===== src/rtl/key_serial_loader.sv =====
// key_serial_loader: receives a serial key and its checksum, then presents the key only after the checksum matches.
// Repeated checksum failures latch a lockout that only reset clears.
module key_serial_loader #(
  parameter int KEY_WIDTH  = 32,
  parameter int CHK_WIDTH  = 8,
  parameter int FAIL_LIMIT = 3
) (
  input  logic                 clk,
  input  logic                 rst_n,
  input  logic                 start,
  input  logic                 in_bit,
  input  logic                 in_valid,
  output logic                 in_ready,
  output logic [KEY_WIDTH-1:0] key_out,
  output logic                 key_valid,
  output logic                 key_error,
  output logic                 busy,
  output logic                 locked,
  output logic [2:0]           fail_count
);
  localparam int CW = $clog2(KEY_WIDTH);
  typedef enum logic [2:0] {IDLE, SHIFT_KEY, SHIFT_CHK, CHECK, DONE, LOCKED} state_t;
  state_t state_q, state_d;
  logic [KEY_WIDTH-1:0] sr_q, sr_d, key_out_q, key_out_d;
  logic [CHK_WIDTH-1:0] chk_q, chk_d, exp_chk;
  logic [CW-1:0] cnt_q, cnt_d;
  logic key_valid_q, key_valid_d, key_error_q, key_error_d;
  logic busy_q, busy_d, locked_q, locked_d, in_ready_q, in_ready_d;
  logic [2:0] fail_count_q, fail_count_d;
  logic acc;
  assign acc = in_valid && in_ready_q;
  always_comb begin
    exp_chk = '0;
    for (int i = 0; i < KEY_WIDTH / 8; i++) exp_chk ^= sr_q[i*8 +: 8];
  end
  always_comb begin
    state_d      = state_q;
    sr_d         = sr_q;
    chk_d        = chk_q;
    cnt_d        = cnt_q;
    key_out_d    = key_out_q;
    key_valid_d  = key_valid_q;
    key_error_d  = key_error_q;
    fail_count_d = fail_count_q;
    case (state_q)
      IDLE, DONE: if (start) begin
        state_d     = SHIFT_KEY;
        key_out_d   = '0;
        key_valid_d = 1'b0;
        key_error_d = 1'b0;
        sr_d        = '0;
        chk_d       = '0;
        cnt_d       = '0;
      end
      SHIFT_KEY, SHIFT_CHK: begin
        if (start) begin
          state_d = SHIFT_KEY;
          sr_d    = '0;
          chk_d   = '0;
          cnt_d   = '0;
        end else if (acc && state_q == SHIFT_KEY) begin
          sr_d    = {sr_q[KEY_WIDTH-2:0], in_bit};
          cnt_d   = (cnt_q == CW'(KEY_WIDTH - 1)) ? '0 : cnt_q + 1'b1;
          state_d = (cnt_q == CW'(KEY_WIDTH - 1)) ? SHIFT_CHK : SHIFT_KEY;
        end else if (acc) begin
          chk_d   = {chk_q[CHK_WIDTH-2:0], in_bit};
          cnt_d   = (cnt_q == CW'(CHK_WIDTH - 1)) ? '0 : cnt_q + 1'b1;
          state_d = (cnt_q == CW'(CHK_WIDTH - 1)) ? CHECK : SHIFT_CHK;
        end
      end
      CHECK: if (chk_q == exp_chk) begin
        key_out_d   = sr_q;
        key_valid_d = 1'b1;
        state_d     = DONE;
      end else begin
        key_error_d  = 1'b1;
        fail_count_d = (fail_count_q < 3'(FAIL_LIMIT)) ? fail_count_q + 3'd1 : fail_count_q;
        state_d      = (fail_count_d == 3'(FAIL_LIMIT)) ? LOCKED : DONE;
      end
      LOCKED: begin
        key_out_d   = '0;
        key_valid_d = 1'b0;
      end
      default: state_d = IDLE;
    endcase
    // Status flags are registered from the next state so they never depend on in_valid.
    in_ready_d = (state_d == SHIFT_KEY) || (state_d == SHIFT_CHK);
    busy_d     = in_ready_d || (state_d == CHECK);
    locked_d   = state_d == LOCKED;
  end
  always_ff @(posedge clk or negedge rst_n) begin
    if (!rst_n) begin
      state_q      <= IDLE;
      sr_q         <= '0;
      chk_q        <= '0;
      cnt_q        <= '0;
      key_out_q    <= '0;
      key_valid_q  <= 1'b0;
      key_error_q  <= 1'b0;
      fail_count_q <= 3'd0;
      busy_q       <= 1'b0;
      locked_q     <= 1'b0;
      in_ready_q   <= 1'b0;
    end else begin
      state_q      <= state_d;
      sr_q         <= sr_d;
      chk_q        <= chk_d;
      cnt_q        <= cnt_d;
      key_out_q    <= key_out_d;
      key_valid_q  <= key_valid_d;
      key_error_q  <= key_error_d;
      fail_count_q <= fail_count_d;
      busy_q       <= busy_d;
      locked_q     <= locked_d;
      in_ready_q   <= in_ready_d;
    end
  end
  assign in_ready   = in_ready_q;
  assign key_out    = key_out_q;
  assign key_valid  = key_valid_q;
  assign key_error  = key_error_q;
  assign busy       = busy_q;
  assign locked     = locked_q;
  assign fail_count = fail_count_q;
endmodule


===== config.mk =====
export PLATFORM = sky130hd
export DESIGN_NAME = key_serial_loader
export DESIGN_NICKNAME = d
export VERILOG_FILES = /design/src/rtl/key_serial_loader.sv
export SDC_FILE = /design/constraint.sdc
export NUM_CORES = 1
export LEC_CHECK = 0
export CAP_MARGIN = 20
export CORE_ASPECT_RATIO = 0.7
export CORE_MARGIN = 3
export CORE_UTILIZATION = 25
export DETAILED_ROUTE_END_ITERATION = 10
export PLACE_DENSITY = 0.4
export SKIP_LAST_GASP = 1
export SLEW_MARGIN = 15
export SYNTH_ARGS = -nofsm -noshare
export SYNTH_HDL_FRONTEND = slang
export SYNTH_SLANG_ARGS = --single-unit

===== constraint.sdc =====
create_clock -name clk -period 4.7 [get_ports clk]
set_clock_uncertainty 0.05 [all_clocks]
set_input_delay 1.175 -clock clk [delete_from_list [all_inputs] [get_ports clk]]
set_output_delay 1.175 -clock clk [all_outputs]
set_load 0.01 [all_outputs]

* Yosys cells after proc, flatten, opt, wreduce, memory -nomap -nowiden
Index checks and enable logic that the tools add are counted.
** Storage, ports and cells
- Output and inout port bits :: 40
- Flip-flop bits (word level) :: 88
** Cells by class
- Add/subtract/negate cells :: 2
- Mux-type cells :: 33
- $lt $le $gt $ge :: 1
- Eq/ne operators :: 20
- Bitwise operators :: 4
- Reductions and logical operators :: 16
** Operators by type and width (number)
- $mux 32 :: 4
- $pmux 32 s3 :: 1
- $pmux 32 s2 :: 1
- $mux 8 :: 4
- $mux 5 :: 6
- $xor 8x8->8 :: 3
- $pmux 8 s2 :: 1
- $eq 3x2->1 const B :: 5
- $mux 3 :: 5
- $pmux 3 s4 :: 1
- $reduce_and 3->1 :: 4
- $pmux 5 s2 :: 1
- $eq 3x3->1 const B :: 3
- $ne 3x3->1 const B :: 3
- $eq 8x8->1 :: 1
- $eq 3x1->1 const B :: 2
- $mux 1 :: 6
- $ne 2x2->1 const B :: 3
- $add 5x1->5 const B :: 1
- $eq 5x3->1 const B :: 1
- $eq 5x5->1 const B :: 1
- $ne 4x4->1 const B :: 1
- $reduce_and 4->1 :: 1
- $reduce_bool 2->1 :: 2
- 12 further kinds :: 15

* Logic depth before layout (Yosys ltp)
- Word-level depth :: 9
- Mapped depth :: 7

* Worst setup path before layout
Ideal clock, no wire load.
- Path kind :: input port to flip-flop
- Start :: input in_valid
- End :: register chk_q[6]
- Cell stages on the path :: 5
- Required time :: 4514 ps
- Slack :: 2427 ps
- Data arrival time :: 2087 ps
- Path through :: nand3b_1 nor2_1 a21o_1 clkbuf_1 o21ai_0
** On the way
- Word-level cells in the longest chain between the ends :: 4
** RTL lines
- start: declaration :: line 12 : input logic in_valid,
- $logic_and 1x1->1 (*) :: line 31 : assign acc = in_valid && in_ready_q;
- $logic_and 1x1->1 :: line 61 : end else if (acc && state_q == SHIFT_KEY) begin
- $ne 3x3->1 (no source line)
- $reduce_and 4->1 (no source line) (*)
- end signal: assignment :: line 107 : chk_q <= chk_d;
- end: declaration :: line 25 : logic [CHK_WIDTH-1:0] chk_q, chk_d, exp_chk;
Mark *: on every way between the ends. The rest lies on a longest branch, timed or not.
A chain may end at the register's enable or synchronous reset.

* Final worst setup path
- Start :: input start
- End :: register cnt_q[1]
** On the way
- Word-level cells in the longest chain between the ends :: 2
** RTL lines
- start: declaration :: line 10 : input logic start,
- $ne 4x4->1 (no source line) (tied with other cells)
- $reduce_and 3->1 (no source line) / $pmux 5 s2 (equally long branches)
- end signal: assignment :: line 108 : cnt_q <= cnt_d;
- end: declaration :: line 26 : logic [CW-1:0] cnt_q, cnt_d;
Parallel ways exist; a longest one is shown, timed or not.

==> impl_metrics.yaml <==
worst_hold_path:
  holdPathStages: 1
  min_to: "key_valid"
  hold_class: "register to register"
  hold_path_startpoint: "key_valid"
timing:
  fin_crit_ns: 2.81
  setup_tns_ns: 0
  post-route-period-util_pct: 59.7
  hold_violations: 0
  tightest_slew_ns: 0.882
  worst_slack_ns: 1.89
  setup_violations: 0
  drv_slew: 0
  relSlewSlack_pct: 41.2
  fmax_ghz: 0.356
  rsz0062_at_grt: "no"
cells_and_area:
  antennaDiodeCount: 0
  drive_above_1_share_pct: 6.95
  nets: 479
  fin_area_um2: 5250
  area_growth_pct: 24.3
yosys:
  synth_top_family_by_area: "simple AND/OR/NAND/NOR gates"
  synth.distinct_cells: 39
  yosys_warnings: 0
  netlist.area_leader.share_pct: 52.1
  syn-num-nets: 441
  synth-main-ff-cell: "dfrtp_1"
  synth-seq-cells: 88
  syn_area_per_cell_um2: 9.76
  synthTopCellsByArea: "dfrtp_1, nand2_1, mux2i_1, xnor3_1, nand3_1"
  yosys.area.top_type: "dfrtp_1"
  syn_area_um2: 4230
  synth_edf_count: 0
  synthMuxAreaShare_pct: 8.08
  async_flop_share_pct: 100
  syn_inst: 433
  synthSimpleGateAreaFrac_pct: 21.5
  synthAdderAreaFrac_pct: 1.13
  synth-xor-area-share_pct: 7.76
  synth_compound_area_share_pct: 5.86
  ys_seq_area_share_pct: 52.1
clocking:
  cts_tree: "yes"
  cts_made_buffers: 9
  h-tree-depth: 3
  post_cts_buffers: 0
  cts.path.max_buffers: 2
  ctsHoldBuffers: 0
  clk_pin_slew_ns: 0.07
  ctsRootBufferMaster: "clkbuf_16"
  insertion_delay_ns: 0.34
  cts_resized: 0
  cts_sinks: 88
power:
  p_per_area_nw_per_um2: 335
  sequentialPowerShare_pct: 44.5
  pwr-share-clk_pct: 47.0
  netSwitchingFraction_pct: 24.3
  leakagePower_nw: 2.25
  ir_worst_vdd_v: 0.000125
  p_int_mw: 1.33
  p_sw_uw: 429
  combPwrFrac_pct: 8.5
routing:
  post-route-drc-count: 0
  wire_per_inst_um: 15.0
  drtIter0Drc: 164
  num_vias: 3058
  wirelength_mm: 10.5
  first_pass_iters: 4
  ant_nets: 0
  vias_per_cell: 4.37
place:
  place_congestion: 0.742
  dpl.hpwl_mm: 6.94
  place_area_um2: 4920
  portBuffers: 44
  dp_slack_ns: 1.53
worst_setup_path:
  r2r_end: "key_out[22]"
  reg2reg_from: "sr_q[12]"
  slowest_stage: "clkdlybuf4s50_1"
  critPathCaptureType: "register"
  crit_path_start_kind: "input pin"
  crit_cells: 6
  cp_slowest_stage_delay_ns: 0.50
  path_class: "input pin to register"
  worstPathRequired_ns: 4.90
  critical_path.max_fanout: 41
  worstPathCellList: "clkdlybuf4s50_1 > a211oi_4 > buf_4 > a21boi_1 > o21ai_1 > o31ai_1"
  worstPathBufferInverterCount: 2
  crit_arrival_ns: 3.00
  critPathLaunch: "start"
  ff2ff_path_depth: 6
  crit_family: "buffers and inverters"
  rrSetupSlack_ns: 2.18
floorplan:
  die_w_um: 161
  io_pins: 45
  coreArea_um2: 16400
  dieArea_um2: 18500
  die_h_um: 115
  rows: 39
  start_util_pct: 25.7
run:
  drv_cap: 0
grt:
  grt-ovfl-total: 0
  track_usage_pct: 11.8
  grt_antenna_before_repair: 0
  grt_pass1_vias: 3077
  grt_max_degree: 67
  grt_pass1_wl_mm: 17.2
status:
  outcome: "finished, final reports clean"
[synthesized netlist by cell type (all sizes together) (3+ instances only)]
library cell / instances
a211oi: 4
a21o: 5
a21oi: 3
buf: 3
clkbuf: 21
dfrtp: 88
ha: 3
inv: 7
mux2i: 33
nand2: 154
nand2b: 3
nand3: 33
nand4: 3
nor2: 8
nor3: 4
o211ai: 3
o21ai: 17
or2: 3
xnor2: 16
xnor3: 8
[registers in the layout (all words and copies together), names as in the netlist]
name / count
cnt_q: 5
key_error: 1
chk_q: 8
fail_count: 3
busy: 1
state_q: 3
in_ready: 1
sr_q: 32
key_out: 32
locked: 1
key_valid: 1
[area by class of cell]
class / instances / area, um^2
clock buffer: 10 / 229
timing repair buffer: 51 / 510
fill: 1693 / 11200
multi-input combinational: 314 / 1900
sequential: 88 / 2200
tap: 225 / 282
inverter: 7 / 26.3
clock inverter: 5 / 106
[metrics by stage]
step	hold WS (ns)	util (%)	std cells	power, mW
after CTS	0.449	31.9	700	1.79
after floorplan	0.420	-	433	0.883
after detailed placement	0.420	29.9	685	0.951
final	0.446	31.9	700	1.76
after global placement	0.419	29.7	684	0.944
after global routing	0.471	31.9	700	1.83
[per-layer routing]
layer | routed length (um) | vias up | track usage (%)
met3 | 362 | 10 | 2.88
met1 | 5760 | 1488 | 17.8
met2 | 4290 | 45 | 16.9
met5 | 0 | - | 0
met4 | 78 | 0 | 2.92
li1 | - | 1515 | -
[how the worst max path moves through the flow]
stage / end / slack, ns
finish: cnt_q[1] / 1.89
global route: cnt_q[1] / 1.79
CTS: cnt_q[1] / 1.91
detailed placement: cnt_q[1] / 1.53
global placement: key_out[21] / 1.53
floorplan: chk_q[6] / 2.43
[kinds of logic (layout without fill, tap and decap cells)]
logic type	count (synthesis)	in the layout
XOR/XNOR	24	24
AO/OA/AOI/OAI	39	39
buffers and inverters	31	73
adder cells (fa/ha/maj)	4	4
AND/OR/NAND/NOR	213	213
flip-flops	88	88
multiplexers	34	34
[power groups by stage]
stage | registers [mW] | clock network (mW) | logic, mW
global route | 0.787 | 0.874 | 0.167
finish | 0.784 | 0.827 | 0.149
detailed placement | 0.798 | 0 | 0.153
floorplan | 0.794 | 0 | 0.0892
global placement | 0.798 | 0 | 0.146
CTS | 0.784 | 0.854 | 0.153
[cell usage in the layout, fill, tap and decap left out, drive strengths merged, types with 3 or more instances in the layout]
cell and n:
nand2 154, dfrtp 88, clkdlybuf4s50 43, nand3 33, mux2i 33, o21ai 17, xnor2 16, clkbuf 10
xnor3 8, buf 8, nor2 8, inv 7, a21o 5, a211oi 4, nor3 4, nand2b 3
a21oi 3, o211ai 3, ha 3, bufinv 3, nand4 3, or2 3
[worst reg2reg max path, cell delays in order (launching register included)]
cell	delay [ns]
dfrtp_1	0.44
xnor3_1	0.46
xnor2_1	0.20
nand4_2	0.25
nor3_4	0.24
buf_4	0.52
mux2i_1	0.29
Note: power is estimated with default switching activity, not from simulation.
